===== config.mk =====
export PLATFORM = sky130hd
export DESIGN_NAME = imem_dmem_arbiter
export DESIGN_NICKNAME = d
export VERILOG_FILES = /design/src/rtl/imem_dmem_arbiter.sv
export SDC_FILE = /design/constraint.sdc
export NUM_CORES = 1
export LEC_CHECK = 0
export BUFFER_PORTS_ARGS = -buffer_cell sky130_fd_sc_hd__buf_2
export CAP_MARGIN = 15
export CORE_ASPECT_RATIO = 1.1
export CORE_MARGIN = 3
export CORE_UTILIZATION = 40
export DETAILED_ROUTE_END_ITERATION = 7
export PLACE_DENSITY_LB_ADDON = 0.08
export SLEW_MARGIN = 20
export SYNTH_ARGS = -nofsm -noshare
export SYNTH_HDL_FRONTEND = slang
export SYNTH_SLANG_ARGS = --single-unit

===== constraint.sdc =====
create_clock -name clk -period 1.6 [get_ports clk]
set_clock_uncertainty 0.1 [all_clocks]
set_input_delay 0.16 -clock clk [delete_from_list [all_inputs] [get_ports clk]]
set_output_delay 0.16 -clock clk [all_outputs]
set_load 0.05 [all_outputs]

===== src/rtl/imem_dmem_arbiter.sv =====
// Shares one memory port between fetch and load/store; MEM has priority unless it won last time. Reads 3 cycles min, writes 2.
// Commands hold until m_ready; no response timeout; pipe_stall freezes the front end while any access is outstanding.
module imem_dmem_arbiter #(
    parameter int DATA_WIDTH = 32,
    parameter int MASK_WIDTH = DATA_WIDTH / 8
) (
    input  logic                  clk,
    input  logic                  rstn,
    input  logic                  if_req,
    input  logic [DATA_WIDTH-1:0] if_addr,
    output logic [DATA_WIDTH-1:0] if_rdata,
    output logic                  if_ready,
    input  logic                  mem_req,
    input  logic                  mem_we,
    input  logic [DATA_WIDTH-1:0] mem_addr,
    input  logic [DATA_WIDTH-1:0] mem_wdata,
    input  logic [MASK_WIDTH-1:0] mem_wmask,
    output logic [DATA_WIDTH-1:0] mem_rdata,
    output logic                  mem_ready,
    output logic                  m_valid,
    output logic                  m_we,
    output logic [DATA_WIDTH-1:0] m_addr,
    output logic [DATA_WIDTH-1:0] m_wdata,
    output logic [MASK_WIDTH-1:0] m_wmask,
    input  logic                  m_ready,
    input  logic                  m_rvalid,
    input  logic [DATA_WIDTH-1:0] m_rdata,
    output logic                  pipe_stall
);

    typedef enum logic [1:0] {IDLE, ISSUE, WAIT_R, RESP} state_t;

    state_t state;
    logic   owner_mem;
    logic   last_mem;
    logic   grant_mem;

    // Fetch gets the next slot after a data access so it cannot starve.
    assign grant_mem  = mem_req & ~(last_mem & if_req);
    assign pipe_stall = (if_req & ~if_ready) | (mem_req & ~mem_ready);

    always_ff @(posedge clk or negedge rstn) begin
        if (!rstn) begin
            state     <= IDLE;
            owner_mem <= 1'b0;
            last_mem  <= 1'b0;
            m_valid   <= 1'b0;
            m_we      <= 1'b0;
            m_addr    <= '0;
            m_wdata   <= '0;
            m_wmask   <= '0;
            if_rdata  <= '0;
            mem_rdata <= '0;
            if_ready  <= 1'b0;
            mem_ready <= 1'b0;
        end else begin
            case (state)
                IDLE: begin
                    if (grant_mem) begin
                        owner_mem <= 1'b1;
                        m_addr    <= mem_addr;
                        m_we      <= mem_we;
                        m_wdata   <= mem_wdata;
                        m_wmask   <= mem_we ? mem_wmask : '0;
                        m_valid   <= 1'b1;
                        state     <= ISSUE;
                    end else if (if_req) begin
                        owner_mem <= 1'b0;
                        m_addr    <= if_addr;
                        m_we      <= 1'b0;
                        m_wdata   <= '0;
                        m_wmask   <= '0;
                        m_valid   <= 1'b1;
                        state     <= ISSUE;
                    end
                end
                ISSUE: begin
                    if (m_ready) begin
                        m_valid <= 1'b0;
                        if (m_we) begin
                            state <= RESP;
                            if (owner_mem) mem_ready <= 1'b1;
                            else           if_ready  <= 1'b1;
                        end else begin
                            state <= WAIT_R;
                        end
                    end
                end
                WAIT_R: begin
                    if (m_rvalid) begin
                        state <= RESP;
                        if (owner_mem) begin
                            mem_rdata <= m_rdata;
                            mem_ready <= 1'b1;
                        end else begin
                            if_rdata <= m_rdata;
                            if_ready <= 1'b1;
                        end
                    end
                end
                RESP: begin
                    // Requesters update at the end of this cycle, so arbitration waits for IDLE.
                    if_ready  <= 1'b0;
                    mem_ready <= 1'b0;
                    last_mem  <= owner_mem;
                    state     <= IDLE;
                end
                default: state <= IDLE;
            endcase
        end
    end

endmodule


==> results.tsv <==
stage	metric	value	unit
place	port_buffers	275	
global_route	grt_overflow	0	
worst_setup_path	rr_endpoint	if_rdata[28]	
layout	fin_cells	1036	
synth	synth_async_sr_flop_share	1.000	
worst_setup_path	cp_num_buf_inv	3	
synth	ys_seq_elements	140	
global_route	track_usage	0.2210	
detailed_routing	wl	17940	µm
synth	yosysTopAreaCellShare	0.6249	
synth	synth.distinct_cells	29	
floorplan	start_util	0.4174	
hold_path	worstHoldPathCells	3	
hold_path	hp-start	mem_addr[27]	
pwr	ir_drop	1.480	mV
synth	yosys_most_used_dff	dfrtp_1	
global_route	antenna_found_initial	0	
worst_setup_path	path_max_fanout	16	
worst_setup_path	r2r_cells	6	
floorplan	core-area	13430	µm²
cts	numClockSinks	140	
sta	slew_viol_final	0	
cts	cts_max_level	4	
worst_setup_path	reg2reg_from	state[0]	
sta	final.setup.worst_slack	-0.02980	ns
synth	syn_inst	398	
synth	yosys-top-cells-count	140 x dfrtp_1, 66 x mux2_2, 34 x o21ai_0	
synth	synth_edf_count	0	
run_status	violations	negative setup slack	
synth	synth_area_leaders	dfrtp_1 62%, mux2_2 13%, mux2i_1 5.7%, a22o_1 5.2%, o21ai_0 3.0%	
synth	syn_nets	542	
worst_setup_path	worstPathRequired	1.79	ns
layout	diodes	0	
sta	relSlewSlack	0.6710	
floorplan	ios	276	
synth	synth_top_area_cell	dfrtp_1	
pwr	power.density	2339	nW/µm²
hold_path	hold_path_class	primary input to register	
place	detailed_place_hpwl	10400	µm
floorplan	die_width	118.9	µm
global_route	grt_pass1_wl	26670	µm
detailed_routing	viasPerCell	4.801	
cts	clk_latency	0.41	ns
layout	nets	983	
worst_setup_path	crit_path_start_kind	register	
detailed_routing	num_vias	4974	
worst_setup_path	cp.arrival	1.82	ns
detailed_routing	post_drt_wl_per_cell	17.32	µm
cts	cts.path.max_buffers	2	
worst_setup_path	cp-end-kind	register	
hold_path	whs_endpoint	m_addr[27]	
synth	synth.most_common_cell	dfrtp_1	
layout	n_fill_cell	926	
run	cap_violations	0	
worst_setup_path	worst_path_dominant_cell_family	buffers and inverters	
floorplan	dieHeight	130.2	µm
detailed_routing	first_pass_iters	4	
synth	yosysWarnings	0	
sta	rsz0062_at_grt	yes	
detailed_routing	drtAntennaViolNets	0	
sta	hold_viol_final	0	
sta	fin_crit_sh	1.019	
sta	finalCriticalPeriod	1.630	ns
sta	setup_viol	40	
pwr	p_leak	0.004889	µW
run_status	outcome	finished with violations	
layout	drive_above_1_share	0.5000	
worst_setup_path	worstPathCellList	inv_2 > ha_4 > nand3b_1 > buf_4 > buf_16 > mux2_2	
detailed_routing	first_iter_violations	194	
cts	root_buffer	clkbuf_16	
worst_setup_path	path_class	register to register	
global_route	grt_max_degree	48	
worst_setup_path	rrSetupSlack	-0.03	ns
pwr	p_total	22680	µW
global_route	grt_pass1_vias	5324	
detailed_routing	drc	0	
synth	syn_area	5607	µm²
worst_setup_path	slowest_delay	0.40	ns
sta	tightest_slew	0.4935	ns
layout	syn_to_final_growth	72.95	%
worst_setup_path	slowest_stage	dfrtp_1	
cts	cts_tree	built	
floorplan	die_area	15470	µm²
floorplan	rows	44	
place	routabilityCongestion	0.7343	
place	placed_cells	852	
cts	path_clk_slew	0.05	ns
layout	post-route-util	0.7219	
sta	fmax	613.6	MHz
synth	avgSynthCellArea	14.09	µm²
synth	ys_seq_area_frac	0.6249	
cts	cts_buffers	17	
## worst register-to-register path: stages, from the launching register on
cell	delay [ns]
dfrtp_1	0.40
inv_2	0.14
ha_4	0.18
nand3b_1	0.10
buf_4	0.16
buf_16	0.15
mux2_2	0.28
## power by group
group | switching (µW) | leakage, µW | total (µW) | internal (µW)
combinational | 8780 | 0.00289 | 12800 | 4030
clock | 1380 | 0.000268 | 3640 | 2260
sequential | 941 | 0.00173 | 6230 | 5290
total | 11100 | 0.00489 | 22700 | 11600
## layer usage
layer	share of wire	routed length [µm]	track usage
met5	0	0	0
met4	0.030	537	0.1022
met3	0.063	1123	0.06762
met2	0.51	9074	0.3753
met1	0.40	7209	0.2599
## cell type report
class,count,area (µm²),area share
Timing Repair Buffer,444,3301,0.3404
Sequential cell,140,3505,0.3614
Inverter,5,21.27,0.002194
Clock buffer,26,489.2,0.05045
Clock inverter,6,61.31,0.006323
Multi-Input combinational cell,231,2090,0.2155
Tap cell,184,230.2,0.02374
## through the flow
step | hold WS (ns) | cell area, µm² | setup slack (ns) | setup TNS (ns)
floorplan | -0.2356 | 5618 | -0.006913 | -0.2393
detailed placement | 0.04079 | 7327 | -0.09080 | -2.414
CTS | 0.007351 | 9336 | -0.03150 | -0.4382
finish | 0.02382 | 9697 | -0.02980 | -0.5826
global placement | 0.04007 | 7327 | -0.03844 | -0.7830
global route | 0.03149 | 9697 | -0.08455 | -4.024
## worst max-delay path by stage
stage | from | end | slack (ns) | cells past startpoint
after floorplan | state[0] | if_rdata[0] | -0.007 | 5
after global placement | state[0] | state[1] | -0.04 | 5
after detailed placement | state[0] | state[1] | -0.09 | 5
after CTS | state[1] | state[1] | -0.03 | 5
after global routing | state[0] | m_wdata[2] | -0.08 | 6
final | state[0] | if_rdata[28] | -0.03 | 6
## placed cells by master (no fill, tap or decap), types with 2 or more instances in the layout
cell type	count
a22o_1	33
a2bb2oi_1	2
a32o_1	4
and2_4	2
buf_12	11
buf_16	2
buf_2	274
buf_4	10
buf_6	6
buf_8	2
clkbuf_1	6
clkbuf_16	23
clkbuf_8	3
clkinv_2	3
dfrtp_1	139
dlygate4sd3_1	133
ha_1	2
ha_4	3
inv_1	3
mux2_2	65
mux2i_1	32
nand2_1	31
nor2b_4	2
o21ai_0	26
o21ai_1	6
o21ai_4	3
## flip-flops by register name, indices dropped and copies added, names as in the netlist
register	flops
if_rdata	32
m_addr	32
m_wdata	32
mem_rdata	32
m_wmask	4
state	2
if_ready	1
last_mem	1
m_valid	1
m_we	1
mem_ready	1
owner_mem	1
## repair_timing
action                                 CTS  global route
setup endpoints to repair              104           119
pin swaps                                2            13
endpoints found under the hold margin  273             0
gates resized for setup                 14            37
gates cloned                             3            11
setup buffers                            3             2
hold buffers                           133             0
## logic make-up (layout without fill, tap and decap cells)
logic type	count (synthesis)	after routing	synth area share
flip-flops	140	140	0.6249
multiplexers	98	98	0.1897
AO/OA/AOI/OAI	80	82	0.1018
AND/OR/NAND/NOR	45	46	0.03615
buffers and inverters	30	481	0.03638
adder cells (fa/ha/maj)	5	5	0.01116
Power figures use the tool's default switching activity.
